`src/rtl/decode_stage_pl_if.sv`:
```
// Handshake and decoded-field bundle between fetch, the decode stage and
// the register-read/execute stage.
interface decode_stage_pl_if #(
  parameter int DATA_W = 32
);
  // Upstream (fetch -> decode)
  logic              in_valid;
  logic              in_ready;
  logic [31:0]       in_inst;
  logic [DATA_W-1:0] in_pc;

  // Downstream (decode -> register read / execute)
  logic              out_valid;
  logic              out_ready;
  logic [4:0]        opcode;
  logic              i_or_reg;
  logic [3:0]        rd;
  logic [3:0]        rs1;
  logic [3:0]        rs2;
  logic [1:0]        modifier;
  logic [15:0]       imm;
  logic [DATA_W-1:0] imm_ext;
  logic              is_branch;
  logic [DATA_W-1:0] br_target;
  logic [DATA_W-1:0] out_pc;

  // Decode stage side
  modport slave (
    input  in_valid, in_inst, in_pc, out_ready,
    output in_ready, out_valid, opcode, i_or_reg, rd, rs1, rs2, modifier,
           imm, imm_ext, is_branch, br_target, out_pc
  );

  // Environment side: drives fetch inputs and downstream ready
  modport master (
    output in_valid, in_inst, in_pc, out_ready,
    input  in_ready, out_valid, opcode, i_or_reg, rd, rs1, rs2, modifier,
           imm, imm_ext, is_branch, br_target, out_pc
  );
endinterface

```
`src/rtl/decode_stage_pl.sv`:
```
// Pipelined decode stage: 2-entry skid buffer in front of registered decode
// outputs. Immediate extension and branch target are computed when an entry
// is captured so every output comes straight from a register.
module decode_stage_pl #(
  parameter int         DATA_W    = 32,
  parameter logic [4:0] BR_OPCODE = 5'd16,
  parameter int         BR_SHIFT  = 2
) (
  input  logic              clk,
  input  logic              clr_n,
  input  logic              flush,
  decode_stage_pl_if.slave  bus
);

  // Main entry drives the outputs; skid entry catches one word under backpressure
  logic              r_main_valid;
  logic [31:0]       r_main_inst;
  logic [DATA_W-1:0] r_main_pc;
  logic [DATA_W-1:0] r_main_imm_ext;
  logic              r_main_is_branch;
  logic [DATA_W-1:0] r_main_br_target;

  logic              r_skid_valid;
  logic [31:0]       r_skid_inst;
  logic [DATA_W-1:0] r_skid_pc;
  logic [DATA_W-1:0] r_skid_imm_ext;
  logic              r_skid_is_branch;
  logic [DATA_W-1:0] r_skid_br_target;

  // Decode results for the word currently offered by fetch
  logic              w_in_is_branch;
  logic [DATA_W-1:0] w_in_imm_ext;
  logic [DATA_W-1:0] w_in_br_target;

  logic              w_in_ready;
  logic              w_in_fire;
  logic              w_main_free;

  // Source selected for the main entry when it is free to load
  logic [31:0]       w_src_inst;
  logic [DATA_W-1:0] w_src_pc;
  logic [DATA_W-1:0] w_src_imm_ext;
  logic              w_src_is_branch;
  logic [DATA_W-1:0] w_src_br_target;

  // Ready is a pure function of skid occupancy and flush; offered words are dropped during flush
  assign w_in_ready  = !r_skid_valid && !flush;
  assign w_in_fire   = bus.in_valid && w_in_ready;
  assign w_main_free = !r_main_valid || bus.out_ready;

  assign w_in_is_branch = (bus.in_inst[31:27] == BR_OPCODE);

  // Extended immediate and branch target for the incoming word
  always_comb begin
    w_in_imm_ext   = '0;
    w_in_br_target = '0;
    if (w_in_is_branch) begin
      // Sign-extended 27-bit offset, scaled, added to the captured PC; wraps silently
      w_in_br_target = (DATA_W'($signed(bus.in_inst[26:0])) << BR_SHIFT) + bus.in_pc;
    end else begin
      case (bus.in_inst[17:16])
        2'b01:   w_in_imm_ext = DATA_W'($signed(bus.in_inst[15:0]));
        2'b10:   w_in_imm_ext = DATA_W'({bus.in_inst[15:0], 16'h0000});
        default: w_in_imm_ext = DATA_W'(bus.in_inst[15:0]);
      endcase
    end
  end

  // Skid entry always drains to main before any newer input
  always_comb begin
    w_src_inst      = bus.in_inst;
    w_src_pc        = bus.in_pc;
    w_src_imm_ext   = w_in_imm_ext;
    w_src_is_branch = w_in_is_branch;
    w_src_br_target = w_in_br_target;
    if (r_skid_valid) begin
      w_src_inst      = r_skid_inst;
      w_src_pc        = r_skid_pc;
      w_src_imm_ext   = r_skid_imm_ext;
      w_src_is_branch = r_skid_is_branch;
      w_src_br_target = r_skid_br_target;
    end
  end

  // Occupancy of main and skid entries; flush wins over everything but reset
  always_ff @(posedge clk or negedge clr_n) begin
    if (!clr_n) begin
      r_main_valid <= 1'b0;
      r_skid_valid <= 1'b0;
    end else if (flush) begin
      r_main_valid <= 1'b0;
      r_skid_valid <= 1'b0;
    end else if (w_main_free) begin
      r_main_valid <= r_skid_valid || w_in_fire;
      r_skid_valid <= 1'b0;
    end else if (w_in_fire) begin
      r_skid_valid <= 1'b1;
    end
  end

  // Main entry payload: reloads only when free and something is available
  always_ff @(posedge clk or negedge clr_n) begin
    if (!clr_n) begin
      r_main_inst      <= '0;
      r_main_pc        <= '0;
      r_main_imm_ext   <= '0;
      r_main_is_branch <= 1'b0;
      r_main_br_target <= '0;
    end else if (!flush && w_main_free && (r_skid_valid || w_in_fire)) begin
      r_main_inst      <= w_src_inst;
      r_main_pc        <= w_src_pc;
      r_main_imm_ext   <= w_src_imm_ext;
      r_main_is_branch <= w_src_is_branch;
      r_main_br_target <= w_src_br_target;
    end
  end

  // Skid entry payload: captures the accepted word while main is held
  always_ff @(posedge clk or negedge clr_n) begin
    if (!clr_n) begin
      r_skid_inst      <= '0;
      r_skid_pc        <= '0;
      r_skid_imm_ext   <= '0;
      r_skid_is_branch <= 1'b0;
      r_skid_br_target <= '0;
    end else if (!flush && !w_main_free && w_in_fire) begin
      r_skid_inst      <= bus.in_inst;
      r_skid_pc        <= bus.in_pc;
      r_skid_imm_ext   <= w_in_imm_ext;
      r_skid_is_branch <= w_in_is_branch;
      r_skid_br_target <= w_in_br_target;
    end
  end

  assign bus.in_ready  = w_in_ready;
  assign bus.out_valid = r_main_valid;
  assign bus.opcode    = r_main_inst[31:27];
  assign bus.i_or_reg  = r_main_inst[26];
  assign bus.rd        = r_main_inst[25:22];
  assign bus.rs1       = r_main_inst[21:18];
  assign bus.rs2       = r_main_inst[17:14];
  assign bus.modifier  = r_main_inst[17:16];
  assign bus.imm       = r_main_inst[15:0];
  assign bus.imm_ext   = r_main_imm_ext;
  assign bus.is_branch = r_main_is_branch;
  assign bus.br_target = r_main_br_target;
  assign bus.out_pc    = r_main_pc;

endmodule

```
`src/flat_wrapper.sv`:
```
// flat-port wrapper written by rule: the top's interface ports become plain ports
module decode_stage_pl_flat 
#(
  parameter int         DATA_W    = 32,
  parameter logic [4:0] BR_OPCODE = 5'd16,
  parameter int         BR_SHIFT  = 2
)
  (clk, clr_n, flush, bus_in_valid, bus_in_inst, bus_in_pc, bus_out_ready, bus_in_ready, bus_out_valid, bus_opcode, bus_i_or_reg, bus_rd, bus_rs1, bus_rs2, bus_modifier, bus_imm, bus_imm_ext, bus_is_branch, bus_br_target, bus_out_pc);
  decode_stage_pl_if #(.DATA_W(DATA_W)) bus_i ();
  input  logic clk;
  input  logic clr_n;
  input  logic flush;
  input wire logic [$bits(bus_i.in_valid)-1:0] bus_in_valid;
  input wire logic [$bits(bus_i.in_inst)-1:0] bus_in_inst;
  input wire logic [$bits(bus_i.in_pc)-1:0] bus_in_pc;
  input wire logic [$bits(bus_i.out_ready)-1:0] bus_out_ready;
  output wire logic [$bits(bus_i.in_ready)-1:0] bus_in_ready;
  output wire logic [$bits(bus_i.out_valid)-1:0] bus_out_valid;
  output wire logic [$bits(bus_i.opcode)-1:0] bus_opcode;
  output wire logic [$bits(bus_i.i_or_reg)-1:0] bus_i_or_reg;
  output wire logic [$bits(bus_i.rd)-1:0] bus_rd;
  output wire logic [$bits(bus_i.rs1)-1:0] bus_rs1;
  output wire logic [$bits(bus_i.rs2)-1:0] bus_rs2;
  output wire logic [$bits(bus_i.modifier)-1:0] bus_modifier;
  output wire logic [$bits(bus_i.imm)-1:0] bus_imm;
  output wire logic [$bits(bus_i.imm_ext)-1:0] bus_imm_ext;
  output wire logic [$bits(bus_i.is_branch)-1:0] bus_is_branch;
  output wire logic [$bits(bus_i.br_target)-1:0] bus_br_target;
  output wire logic [$bits(bus_i.out_pc)-1:0] bus_out_pc;
  assign bus_i.in_valid = bus_in_valid;
  assign bus_i.in_inst = bus_in_inst;
  assign bus_i.in_pc = bus_in_pc;
  assign bus_i.out_ready = bus_out_ready;
  assign bus_in_ready = bus_i.in_ready;
  assign bus_out_valid = bus_i.out_valid;
  assign bus_opcode = bus_i.opcode;
  assign bus_i_or_reg = bus_i.i_or_reg;
  assign bus_rd = bus_i.rd;
  assign bus_rs1 = bus_i.rs1;
  assign bus_rs2 = bus_i.rs2;
  assign bus_modifier = bus_i.modifier;
  assign bus_imm = bus_i.imm;
  assign bus_imm_ext = bus_i.imm_ext;
  assign bus_is_branch = bus_i.is_branch;
  assign bus_br_target = bus_i.br_target;
  assign bus_out_pc = bus_i.out_pc;
  decode_stage_pl #(.DATA_W(DATA_W), .BR_OPCODE(BR_OPCODE), .BR_SHIFT(BR_SHIFT)) u_core (.clk(clk), .clr_n(clr_n), .flush(flush), .bus(bus_i));
endmodule
```
`config.mk`:
```
export PLATFORM = sky130hd
export DESIGN_NAME = decode_stage_pl_flat
export DESIGN_NICKNAME = d
export VERILOG_FILES = /design/src/rtl/decode_stage_pl_if.sv /design/src/rtl/decode_stage_pl.sv /design/src/flat_wrapper.sv
export SDC_FILE = /design/constraint.sdc
export NUM_CORES = 1
export LEC_CHECK = 0
export ABC_AREA = 1
export CAP_MARGIN = 25
export CELL_PAD_IN_SITES_DETAIL_PLACEMENT = 1
export CELL_PAD_IN_SITES_GLOBAL_PLACEMENT = 1
export CORE_MARGIN = 1
export CORE_UTILIZATION = 43
export DETAILED_ROUTE_END_ITERATION = 16
export PLACE_DENSITY_LB_ADDON = 0.1
export SLEW_MARGIN = 15
export SYNTH_ARGS = -nofsm -noshare
export SYNTH_HDL_FRONTEND = slang
export SYNTH_SLANG_ARGS = --single-unit
```
`constraint.sdc`:
```
create_clock -name clk -period 2.9 [get_ports clk]
set_input_delay 0.29 -clock clk [delete_from_list [all_inputs] [get_ports clk]]
set_output_delay 0.29 -clock clk [all_outputs]
set_load 0.01 [all_outputs]
```
==> impl_results.html, run 1 <==
<table>
<tr><th>Metric</th><th>Value</th></tr>
<tr><th colspan="2">Routing</th></tr>
<tr><td>Antenna Violating Nets Remaining</td><td>0</td></tr>
<tr><td>Post-detailed-route wirelength per cell</td><td>18.9 um</td></tr>
<tr><td>Pre-antenna DRT Iters</td><td>5</td></tr>
<tr><td>Via-per-instance ratio</td><td>5.34</td></tr>
<tr><td>Sum of routed wire length over all layers</td><td>44.6 mm</td></tr>
<tr><td>Vias after detailed routing</td><td>12600</td></tr>
<tr><td>Drt first-iter violations</td><td>743</td></tr>
<tr><td>Residual DRC count</td><td>0</td></tr>
<tr><th colspan="2">Setup path</th></tr>
<tr><td>Kind of capture point of the worst setup path</td><td>register</td></tr>
<tr><td>WP data arrival</td><td>2710 ps</td></tr>
<tr><td>Delay of the slowest cell on the worst path</td><td>620 ps</td></tr>
<tr><td>Required time at the endpoint of the critical path</td><td>3350 ps</td></tr>
<tr><td>Worst Setup Start Kind</td><td>primary input</td></tr>
<tr><td>Slowest cell on the critical path</td><td>sky130_fd_sc_hd__clkdlybuf4s50_1</td></tr>
<tr><td>Largest fanout on the critical path</td><td>5</td></tr>
<tr><td>CP Cell Sequence</td><td>clkdlybuf4s50_1 -&gt; ha_1 -&gt; inv_1 -&gt; fa_1 -&gt; inv_1 -&gt; nand3_1 -&gt; nand3_2 -&gt; nand2_1 -&gt; nand2_1 -&gt; a21oi_1 -&gt; o21ai_0 -&gt; o21ai_0 -&gt; o21a_1</td></tr>
<tr><td>Crit path kind</td><td>in2reg</td></tr>
<tr><th colspan="2">Clock network</th></tr>
<tr><td>Total setup buffers inserted after CTS</td><td>0</td></tr>
<tr><td>Max Root-Sink Buffers</td><td>3</td></tr>
<tr><td>Number of buffers added to fix hold violations after cts</td><td>1</td></tr>
<tr><td>Clk pin slew, worst setup/hold paths</td><td>60 ps</td></tr>
<tr><td>Number of buffers inserted during clock tree synthesis</td><td>29</td></tr>
<tr><td>Clock sink count</td><td>260</td></tr>
<tr><td>Post-CTS sizing</td><td>0</td></tr>
<tr><td>Root buf cell</td><td>sky130_fd_sc_hd__clkbuf_16</td></tr>
<tr><td>Clock latency on the worst-skew pair</td><td>560 ps</td></tr>
<tr><td>CTS tree</td><td>yes</td></tr>
<tr><td>Number of H-tree levels</td><td>1</td></tr>
<tr><th colspan="2">STA</th></tr>
<tr><td>Max Freq</td><td>0.444 GHz</td></tr>
<tr><td>Final clock period utilization by the worst path</td><td>77.7%</td></tr>
<tr><td>Unrepaired setup endpoints after global routing</td><td>no</td></tr>
<tr><td>Accumulated negative setup slack</td><td>0 ps</td></tr>
<tr><td>Worst slew margin relative to its limit</td><td>46.8%</td></tr>
<tr><td>Worst-Margin Slew</td><td>798 ps</td></tr>
<tr><td>Layout Skew</td><td>9.84 ps</td></tr>
<tr><td>Final worst slack</td><td>645 ps</td></tr>
<tr><td>Final Critical Period</td><td>2250 ps</td></tr>
<tr><td>Final Hold Violating Endpoints</td><td>0</td></tr>
<tr><td>Final Max Tran Viols</td><td>0</td></tr>
<tr><td>Number of setup violations in the final report</td><td>0</td></tr>
<tr><th colspan="2">Synth</th></tr>
<tr><td>Primary flip-flop cell chosen by synthesis mapping</td><td>sky130_fd_sc_hd__dfrtp_1</td></tr>
<tr><td>Syn_nets</td><td>1874</td></tr>
<tr><td>Post-Synthesis Cell Area</td><td>13600 um^2</td></tr>
<tr><td>Library cell with the largest summed area after synthesis</td><td>sky130_fd_sc_hd__dfrtp_1</td></tr>
<tr><td>Post-Synthesis Mean Instance Area</td><td>7.70 um^2</td></tr>
<tr><td>Gate count after technology mapping</td><td>1773</td></tr>
<tr><td>Share of synthesized flip-flops with an asynchronous set or reset</td><td>100%</td></tr>
<tr><td>Most area-consuming cells after synthesis</td><td>sky130_fd_sc_hd__dfrtp_1 (48%), sky130_fd_sc_hd__nand2_1 (16%), sky130_fd_sc_hd__o21ai_0 (10%)</td></tr>
<tr><td>Share of synthesized area occupied by flip-flops and latches</td><td>47.7%</td></tr>
<tr><td>Number of enable-type register cells in the synthesized netlist</td><td>0</td></tr>
<tr><td>Distinct cells, synth</td><td>46</td></tr>
<tr><td>Area fraction of the dominant cell type after synthesis</td><td>47.7%</td></tr>
<tr><td>Post-synthesis sequential element count</td><td>260</td></tr>
<tr><td>Yosys warnings</td><td>0</td></tr>
<tr><th colspan="2">Final layout</th></tr>
<tr><td>Share of the core filled with cells in the final layout</td><td>54.8%</td></tr>
<tr><td>Layout cells sized above 1</td><td>7.53%</td></tr>
<tr><td>Area of combinational cells with multiple inputs</td><td>5940 um^2</td></tr>
<tr><td>Area used by sequential logic in the layout</td><td>6510 um^2</td></tr>
<tr><td>Most frequent standard cell in the layout excluding fill and tap cells</td><td>sky130_fd_sc_hd__nand2_1</td></tr>
<tr><td>Area Growth Syn to Fin</td><td>24.1%</td></tr>
<tr><td>FILL cells</td><td>3838</td></tr>
<tr><td>Leading cell types in the layout, fill and taps excluded</td><td>sky130_fd_sc_hd__nand2_1 (593), sky130_fd_sc_hd__o21ai_0 (279), sky130_fd_sc_hd__dfrtp_1 (259), sky130_fd_sc_hd__clkdlybuf4s50_1 (202), sky130_fd_sc_hd__inv_1 (161)</td></tr>
<tr><td>Nets</td><td>2045</td></tr>
<tr><th colspan="2">Run</th></tr>
<tr><td>Max-Cap Viols</td><td>0</td></tr>
<tr><th colspan="2">Global route</th></tr>
<tr><td>Largest net degree at the start of global routing</td><td>114</td></tr>
<tr><td>Aggregate global routing overflow</td><td>0</td></tr>
<tr><td>Global-route usage over all layers</td><td>27.9%</td></tr>
<tr><td>Met2 Resource Use GR</td><td>44.9%</td></tr>
<tr><td>Number of antenna violations at the first check in global routing</td><td>1</td></tr>
<tr><td>First-pass GRT wire length</td><td>72.1 mm</td></tr>
<tr><td>Most used routing layer in global routing</td><td>met2</td></tr>
<tr><td>Global routing usage on met1</td><td>40.0%</td></tr>
<tr><td>Met3 Track Usage GR</td><td>3.52%</td></tr>
<tr><td>Vias in the first global route</td><td>13000</td></tr>
<tr><th colspan="2">Pwr</th></tr>
<tr><td>Combinational share of power</td><td>22.1%</td></tr>
<tr><td>Flop pwr share</td><td>43.3%</td></tr>
<tr><td>Switching component of the power</td><td>3.16 mW</td></tr>
<tr><td>Relative contribution of the clock network to total power</td><td>34.5%</td></tr>
<tr><td>Power per cell area</td><td>619 nW/um^2</td></tr>
<tr><td>Internal Pwr Total</td><td>7.32 mW</td></tr>
<tr><td>Proportion of total power due to net switching</td><td>30.1%</td></tr>
<tr><td>Worst vdd ir</td><td>425 uV</td></tr>
<tr><td>Total leakage power</td><td>8.58 nW</td></tr>
<tr><th colspan="2">Floorplanning</th></tr>
<tr><td>Core box area</td><td>30900 um^2</td></tr>
<tr><td>Die outline width</td><td>180 um</td></tr>
<tr><td>Initial Utilization</td><td>44.1%</td></tr>
<tr><td>Floorplan die area</td><td>32500 um^2</td></tr>
<tr><td>Die Y</td><td>180 um</td></tr>
<tr><td>Number of top-level pins</td><td>204</td></tr>
<tr><td>Count of standard-cell rows</td><td>64</td></tr>
<tr><th colspan="2">Min path</th></tr>
<tr><td>Min-delay worst type</td><td>in2reg</td></tr>
<tr><th colspan="2">Place</th></tr>
<tr><td>Port Buffer Count</td><td>203</td></tr>
<tr><td>Post-DP HPWL</td><td>31.7 mm</td></tr>
<tr><td>Weighted congestion at the end of routability-driven global placement</td><td>0.850</td></tr>
<tr><td>Setup WS pre-CTS</td><td>141 ps</td></tr>
<tr><th colspan="2">Run status</th></tr>
<tr><td>Run status</td><td>complete, no violations</td></tr>
</table>
cell families after synthesis:
group	count (synthesis)	share of synthesized area, %
AO/OA/AOI/OAI	409	16.0
XOR/XNOR	1	0.0642
adder cells (fa/ha/maj)	32	2.99
buffers and inverters	268	8.95
flip-flops	260	47.7
AND/OR/NAND/NOR	803	24.3
registers in the layout, indices dropped and copies added (netlist names):
signal / count
u_core.bus.br_target: 32
u_core.bus.imm_ext: 32
u_core.bus.is_branch: 1
u_core.bus.out_pc: 32
u_core.bus.out_valid: 1
u_core.r_main_inst: 32
u_core.r_skid_br_target: 32
u_core.r_skid_imm_ext: 32
u_core.r_skid_inst: 32
u_core.r_skid_is_branch: 1
u_core.r_skid_pc: 32
u_core.r_skid_valid: 1
worst max-delay path, delay by kind of cell:
kind	cells	cell delay [ps]
simple gates	4	440
buf+inv	3	820
compound gates	4	500
fa+ha+maj	2	650
routing by layer:
metal	vias up	routed length (um)
li1	5995	-
met1	6254	21100
met2	313	20500
met3	65	2120
met4	0	955
met5	-	0
cell usage after synthesis, types with 3 or more instances:
library cell                count
sky130_fd_sc_hd__nand3_2       12
sky130_fd_sc_hd__a21oi_1       67
sky130_fd_sc_hd__o21a_1        20
sky130_fd_sc_hd__clkbuf_1      30
sky130_fd_sc_hd__nand2_2       13
sky130_fd_sc_hd__nand4_1        5
sky130_fd_sc_hd__nand2_1      593
sky130_fd_sc_hd__dfrtp_1      260
sky130_fd_sc_hd__nor2_2         9
sky130_fd_sc_hd__nand3_1       61
sky130_fd_sc_hd__o21ai_1       23
sky130_fd_sc_hd__nand3b_1       3
sky130_fd_sc_hd__or2_2          4
sky130_fd_sc_hd__inv_2          8
sky130_fd_sc_hd__o21ai_0      279
sky130_fd_sc_hd__nor2_4         3
sky130_fd_sc_hd__nor3_2         3
sky130_fd_sc_hd__ha_1          31
sky130_fd_sc_hd__buf_1          6
sky130_fd_sc_hd__nor2_1        94
sky130_fd_sc_hd__buf_2         33
sky130_fd_sc_hd__a2bb2oi_1      4
sky130_fd_sc_hd__inv_1        162
sky130_fd_sc_hd__buf_6         12
sky130_fd_sc_hd__buf_4         11
cell type report:
cell class	instances	share of cell area [%]
clock buffers	41	5.08
repair buffers	236	14.2
inverters	172	3.89
diodes	2	0.0295
flip-flops and latches	260	38.4
clock inverters	12	0.443
multi-input cells	1245	35.0
well taps	396	2.93
worst paths after layout:
path	startpoint	endpoint	slack (ps)	cells after the start
setup / recovery	bus_in_pc[2]	u_core.bus.br_target[10]$_DFFE_PN0P_	650	13
hold / removal	bus_out_ready	u_core.r_skid_valid$_DFFE_PN0P_	290	2
setup reg to reg	u_core.bus.out_valid$_DFFE_PN0N_	u_core.r_skid_br_target[0]$_DFFE_PN0P_	690	6
hold reg to reg	u_core.bus.out_pc[19]$_DFFE_PN0P_	u_core.bus.out_pc[19]$_DFFE_PN0P_	480	2
max in group asynchronous	clr_n	u_core.r_skid_inst[16]$_DFFE_PN0P_	1650	3
min in group asynchronous	clr_n	u_core.r_main_inst[23]$_DFFE_PN0P_	340	2
metrics by stage:
step | hold WS [ps] | instance area (um^2) | power [mW] | cells
after floorplan | -5.59 | 13600 | 5.69 | 1773
after global placement | 374 | 16000 | 6.80 | 2308
after detailed placement | 361 | 16000 | 6.90 | 2308
after CTS | 279 | 16900 | 10.6 | 2362
after global routing | 312 | 16900 | 11.0 | 2363
final | 294 | 16900 | 10.5 | 2364
power by group through the flow:
stage / Combinational (mW) / Sequential [mW] / Clock, mW
after CTS: 2.34 / 4.54 / 3.69
after global routing: 2.57 / 4.61 / 3.83
after detailed placement: 2.31 / 4.59 / 0
after global placement: 2.24 / 4.56 / 0
final: 2.32 / 4.54 / 3.62
after floorplan: 1.05 / 4.64 / 0
Power figures use the tool's default switching activity.
==> run 2: changes to the inputs <==
CORE_UTILIZATION = 40   (was 43)
clock period = 2.23 ns   (was 2.9 ns; I/O delays follow)
==> run 2 against run 1 <==
  * Die area grew 7.4%
  * Non-clock buffer count increased by 82
  * Worst setup slack worse by 470 ps
  * Core utilization decreased by 1.7 points
  * Largest cell class unchanged
  * First-iteration DRC count shrank 7.5%
  * Clock power grew 43%
  * Total power rose by 36%
==> impl_results.html, run 2 (same netlist as run 1, synthesis figures left out) <==
<table>
<tr><th>Metric</th><th>Value</th></tr>
<tr><th colspan="2">Floorplanning</th></tr>
<tr><td>Core box area</td><td>33500 um^2 (+8.5%)</td></tr>
<tr><td>Die Y</td><td>187 um (+3.6%)</td></tr>
<tr><td>Count of standard-cell rows</td><td>67 (+4.7%)</td></tr>
<tr><td>Initial Utilization</td><td>40.7% (-3.5 points)</td></tr>
<tr><td>Floorplan die area</td><td>34900 um^2 (+7.4%)</td></tr>
<tr><td>Die outline width</td><td>187 um (+3.6%)</td></tr>
<tr><td>Number of top-level pins</td><td>204 (unchanged)</td></tr>
<tr><th colspan="2">Final layout</th></tr>
<tr><td>Cell area after layout</td><td>17800 um^2 (+5.2%)</td></tr>
<tr><td>Area Growth Syn to Fin</td><td>30.6%</td></tr>
<tr><td>FILL cells</td><td>4101 (+6.9%)</td></tr>
<tr><td>Leading cell types in the layout, fill and taps excluded</td><td>sky130_fd_sc_hd__nand2_1 (593), sky130_fd_sc_hd__o21ai_0 (279), sky130_fd_sc_hd__dfrtp_1 (259), sky130_fd_sc_hd__clkdlybuf4s50_1 (202), sky130_fd_sc_hd__inv_1 (161)</td></tr>
<tr><td>Nets</td><td>2128 (+4.1%)</td></tr>
<tr><td>Layout cells sized above 1</td><td>11.1% (+3.6 points)</td></tr>
<tr><td>Number of diodes</td><td>0 (-2)</td></tr>
<tr><td>Most frequent standard cell in the layout excluding fill and tap cells</td><td>sky130_fd_sc_hd__nand2_1</td></tr>
<tr><th colspan="2">Setup path</th></tr>
<tr><td>Kind of capture point of the worst setup path</td><td>output port</td></tr>
<tr><td>Worst Setup Start Kind</td><td>register</td></tr>
<tr><td>Largest fanout on the critical path</td><td>5 (unchanged)</td></tr>
<tr><td>Cell class contributing the biggest share of worst-path delay</td><td>buffers and inverters</td></tr>
<tr><td>CP Cell Sequence</td><td>nor2_1 -&gt; clkdlybuf4s50_1</td></tr>
<tr><td>Startpoint of the worst register-to-register path</td><td>u_core.bus.out_valid$_DFFE_PN0N_</td></tr>
<tr><td>Delay of the slowest cell on the worst path</td><td>580 ps (-40 ps)</td></tr>
<tr><td>R2R cell count</td><td>6 (unchanged)</td></tr>
<tr><td>Slowest cell on the critical path</td><td>sky130_fd_sc_hd__clkdlybuf4s50_1</td></tr>
<tr><td>Endpoint of the worst-slack reg-to-reg timing path</td><td>u_core.r_skid_pc[5]$_DFFE_PN0P_</td></tr>
<tr><td>Crit path buffers/inverters</td><td>1 (-2)</td></tr>
<tr><td>Setup slack, reg-to-reg</td><td>430 ps (-260 ps)</td></tr>
<tr><td>Required time at the endpoint of the critical path</td><td>2010 ps (-1340 ps)</td></tr>
<tr><td>WP data arrival</td><td>1830 ps (-880 ps)</td></tr>
<tr><td>Crit path kind</td><td>reg2out</td></tr>
<tr><th colspan="2">Clock network</th></tr>
<tr><td>Max Root-Sink Buffers</td><td>3 (unchanged)</td></tr>
<tr><td>CTS tree</td><td>yes</td></tr>
<tr><td>Clk pin slew, worst setup/hold paths</td><td>60 ps (about the same)</td></tr>
<tr><td>Clock sink count</td><td>260 (unchanged)</td></tr>
<tr><td>Number of H-tree levels</td><td>1 (unchanged)</td></tr>
<tr><td>Clock latency on the worst-skew pair</td><td>570 ps (about the same)</td></tr>
<tr><td>Root buf cell</td><td>sky130_fd_sc_hd__clkbuf_16</td></tr>
<tr><td>Number of buffers inserted during clock tree synthesis</td><td>30 (+3.4%)</td></tr>
<tr><th colspan="2">Global route</th></tr>
<tr><td>Number of antenna violations at the first check in global routing</td><td>1 (unchanged)</td></tr>
<tr><td>Vias in the first global route</td><td>13100 (+0.74%)</td></tr>
<tr><td>Largest net degree at the start of global routing</td><td>146 (+28%)</td></tr>
<tr><td>Most used routing layer in global routing</td><td>met2</td></tr>
<tr><td>Global-route usage over all layers</td><td>25.7% (-2.2 points)</td></tr>
<tr><td>Aggregate global routing overflow</td><td>0 (unchanged)</td></tr>
<tr><td>Global routing usage on met1</td><td>37.2% (-2.7 points)</td></tr>
<tr><td>Met3 Track Usage GR</td><td>2.95% (-0.56 points)</td></tr>
<tr><td>Met2 Resource Use GR</td><td>41.4% (-3.5 points)</td></tr>
<tr><td>First-pass GRT wire length</td><td>71.9 mm (-0.17%)</td></tr>
<tr><th colspan="2">Routing</th></tr>
<tr><td>Drt first-iter violations</td><td>687 (-7.5%)</td></tr>
<tr><td>Post-detailed-route wirelength per cell</td><td>17.9 um (-5.0%)</td></tr>
<tr><td>Antenna Violating Nets Remaining</td><td>0 (unchanged)</td></tr>
<tr><td>Pre-antenna DRT Iters</td><td>5 (unchanged)</td></tr>
<tr><td>Via-per-instance ratio</td><td>5.11 (-4.4%)</td></tr>
<tr><td>Vias after detailed routing</td><td>12700 (+0.93%)</td></tr>
<tr><td>Residual DRC count</td><td>0 (unchanged)</td></tr>
<tr><td>Sum of routed wire length over all layers</td><td>44.8 mm (+0.34%)</td></tr>
<tr><th colspan="2">Place</th></tr>
<tr><td>Weighted congestion at the end of routability-driven global placement</td><td>0.838 (-1.4%)</td></tr>
<tr><td>Setup WS pre-CTS</td><td>-302 ps (-443 ps)</td></tr>
<tr><td>Cell area after placement</td><td>16800 um^2 (+4.9%)</td></tr>
<tr><td>Port Buffer Count</td><td>203 (unchanged)</td></tr>
<tr><td>Post-DP HPWL</td><td>32.8 mm (+3.2%)</td></tr>
<tr><th colspan="2">STA</th></tr>
<tr><td>Final Critical Period</td><td>2050 ps</td></tr>
<tr><td>Final Max Tran Viols</td><td>0 (unchanged)</td></tr>
<tr><td>Final clock period utilization by the worst path</td><td>92.0%</td></tr>
<tr><td>Number of setup violations in the final report</td><td>0 (unchanged)</td></tr>
<tr><td>Worst slew margin relative to its limit</td><td>60.1% (+13 points)</td></tr>
<tr><td>Worst-Margin Slew</td><td>599 ps (-200 ps)</td></tr>
<tr><td>Layout Skew</td><td>12.1 ps (+2.31 ps)</td></tr>
<tr><td>Final Hold Violating Endpoints</td><td>0 (unchanged)</td></tr>
<tr><td>Final worst slack</td><td>179 ps (-466 ps)</td></tr>
<tr><td>Unrepaired setup endpoints after global routing</td><td>no</td></tr>
<tr><td>Max Freq</td><td>0.488 GHz</td></tr>
<tr><th colspan="2">Run status</th></tr>
<tr><td>Run status</td><td>complete, no violations</td></tr>
<tr><th colspan="2">Pwr</th></tr>
<tr><td>Total leakage power</td><td>9.06 nW (+5.6%)</td></tr>
<tr><td>Power per cell area</td><td>798 nW/um^2 (+29%)</td></tr>
<tr><td>Total design power</td><td>14.2 mW (+36%)</td></tr>
<tr><td>Worst vdd ir</td><td>575 uV (+35%)</td></tr>
<tr><th colspan="2">Min path</th></tr>
<tr><td>Min-delay worst type</td><td>in2async</td></tr>
<tr><th colspan="2">Run</th></tr>
<tr><td>Max-Cap Viols</td><td>0 (unchanged)</td></tr>
</table>
## run 2: cell types whose count changed in the layout (fill, tap and decap cells not counted), sizes merged
cell and change:
bufinv +3, clkinv -3, buf +82, diode -2, inv -2, clkinvlp -2
clkbuf +4
## run 2: repair_timing
item | 4_1_cts | 5_1_grt
endpoints found under the hold margin | 54 | 0
gates resized for setup | 0 | 0
setup buffers | 0 | 0
hold buffers | 1 | 0
## run 2: metrics by stage
| stage | TNS, ps | util (%) | hold WS [ps] | cells |
|---|---|---|---|---|
| 2_1_floorplan | 0 | - | -72.6 | 1773 |
| 3_3_place_gp | -6740 | 50.0 | 193 | 2442 |
| 3_5_place_dp | -11060 | 50.0 | 198 | 2442 |
| 4_1_cts | 0 | 53.1 | 207 | 2496 |
| 5_1_grt | 0 | 53.1 | 236 | 2496 |
| 6_report | 0 | 53.1 | 194 | 2496 |
## run 2: area by class of cell
type                    instances  area, um^2  share of cell area [%]
repair buffers                318        3120                    17.5
multi-input cells            1245        5940                    33.3
well taps                     448         561                    3.15
flip-flops and latches        260        6510                    36.5
clock buffers                  45         907                    5.09
clock inverters                 8         130                   0.730
inverters                     172         658                    3.69
## run 2: how the worst max path moves through the flow
stage | from | end | slack, ps | cells past startpoint
2_1_floorplan | bus_in_pc[2] | u_core.bus.br_target[18]$_DFFE_PN0P_ | 510 | 14
3_3_place_gp | bus_in_pc[2] | u_core.bus.br_target[8]$_DFFE_PN0P_ | -240 | 13
3_5_place_dp | bus_in_pc[2] | u_core.bus.br_target[30]$_DFFE_PN0P_ | -300 | 16
4_1_cts | u_core.r_skid_valid$_DFFE_PN0P_ | bus_in_ready | 150 | 2
5_1_grt | bus_in_pc[2] | u_core.bus.br_target[14]$_DFFE_PN0P_ | 90 | 13
6_report | u_core.r_skid_valid$_DFFE_PN0P_ | bus_in_ready | 180 | 2
## run 2: routing by layer
metal,vias to the layer above,wire (um)
met5,-,17
met4,2,829
met3,60,1630
met2,244,20100
met1,6269,22200
li1,6170,-
## run 2: where the power goes
group	switching [mW]	internal, mW	total (mW)
combinational	1.67	1.50	3.17
sequential	0.424	5.47	5.89
clock	2.03	3.13	5.16
==> patch, RTL diff (flow settings as in run 1) <==
`DATA_W` is set to 32 in 3 places; all go to 16.
--- a/src/rtl/decode_stage_pl_if.sv
+++ b/src/rtl/decode_stage_pl_if.sv
@@ -1,7 +1,7 @@
 // Handshake and decoded-field bundle between fetch, the decode stage and
 // the register-read/execute stage.
 interface decode_stage_pl_if #(
-  parameter int DATA_W = 32
+  parameter int DATA_W = 16
 );
   // Upstream (fetch -> decode)
   logic              in_valid;
--- a/src/rtl/decode_stage_pl.sv
+++ b/src/rtl/decode_stage_pl.sv
@@ -2,7 +2,7 @@
 // outputs. Immediate extension and branch target are computed when an entry
 // is captured so every output comes straight from a register.
 module decode_stage_pl #(
-  parameter int         DATA_W    = 32,
+  parameter int         DATA_W    = 16,
   parameter logic [4:0] BR_OPCODE = 5'd16,
   parameter int         BR_SHIFT  = 2
 ) (
--- a/src/flat_wrapper.sv
+++ b/src/flat_wrapper.sv
@@ -1,7 +1,7 @@
 // flat-port wrapper written by rule: the top's interface ports become plain ports
 module decode_stage_pl_flat 
 #(
-  parameter int         DATA_W    = 32,
+  parameter int         DATA_W    = 16,
   parameter logic [4:0] BR_OPCODE = 5'd16,
   parameter int         BR_SHIFT  = 2
 )
Ports: changed (resized bus_br_target, bus_imm_ext, bus_in_pc and bus_out_pc); port bits go from 204 to 140. The function was not compared with the original's and may differ.
==> patch against run 1 <==
  * Hold slack better by 0.090 ns
  * Power is 38% lower
  * Routed wire length shrank 50%
  * Sequential share of layout area increased by 2.8 points
  * Setup slack improved by 0.28 ns
  * Critical path depth is 1 higher
  * Final area fell by 41%
  * Sequential cell count down 96
  * Synthesized area is 42% lower
  * Critical endpoint is now u_core.bus.br_target[14]$_DFFE_PN0P_
  * Largest power group unchanged
==> patch: results (changes against run 1) <==
Clock Latency Late Sink 0.44 ns (-0.12 ns); status complete, no violations; CP arrival 2.31 ns (-0.40 ns); leakage 4.91 nW (-43%); HP Class in -> async; layout cell share with drive strength beyond 1 6.75% (-0.78 points); Synth Area in Adders 2.30% (-0.69 points); first-pass GRT wire length 35900 um (-50%); nets 1136 (-44%); CP Max Fanout 4 (-1); ANT cells 0 (-2); dpl hpwl 15800 um (-50%); reg-to-reg critical path endpoint u_core.r_main_inst[5]$_DFFE_PN0P_; Final Wtd Congestion 0.874 (+2.8%); max incr delay on CP 0.50 ns (-0.12 ns); Compound-Gate Fraction of Synth Area 17.1% (+1.1 points); H-tree depth 4 (+3); clock skew 0.0151 ns (+0.00526 ns); CTS clk-pin slew, worst paths 0.08 ns (+0.02 ns); CTS Buffer Depth 2 (-1); power share of the clock group 34.3% (-0.2 points); CTS Buf Count 17 (-41%); sequential power 2.90 mW (-36%); wire length on met1 10500 um (-50%); number of port buffers 139 (-32%)
==> patch: layout make-up <==
type,instances,area [um2]
Clock buffer,18,429
Clock inverter,14,141
Fill cell,2181,8070
Inverter,91,347
Multi-Input combinational cell,642,3100
Sequential cell,164,4100
Tap cell,229,287
Timing Repair Buffer,153,1550
==> patch: per-stage QoR <==
step           instance area, um2  power, mW  hold slack, ns  std cells
5_1_grt                      9950       6.87           0.440       1311
2_1_floorplan                7950       3.62        -0.00559        956
4_1_cts                      9950       6.60           0.392       1311
6_report                     9950       6.53           0.384       1311
3_5_place_dp                 9370       4.34           0.290       1278
3_3_place_gp                 9370       4.28           0.292       1278
==> patch: cells by family (layout without fill, tap and decap cells) <==
kind of cell,Yosys count,after routing
XOR/XNOR,1,1
AO/OA/AOI/OAI,251,251
adder cells (fa/ha/maj),14,14
flip-flops,164,164
buffers and inverters,150,276
AND/OR/NAND/NOR,376,376
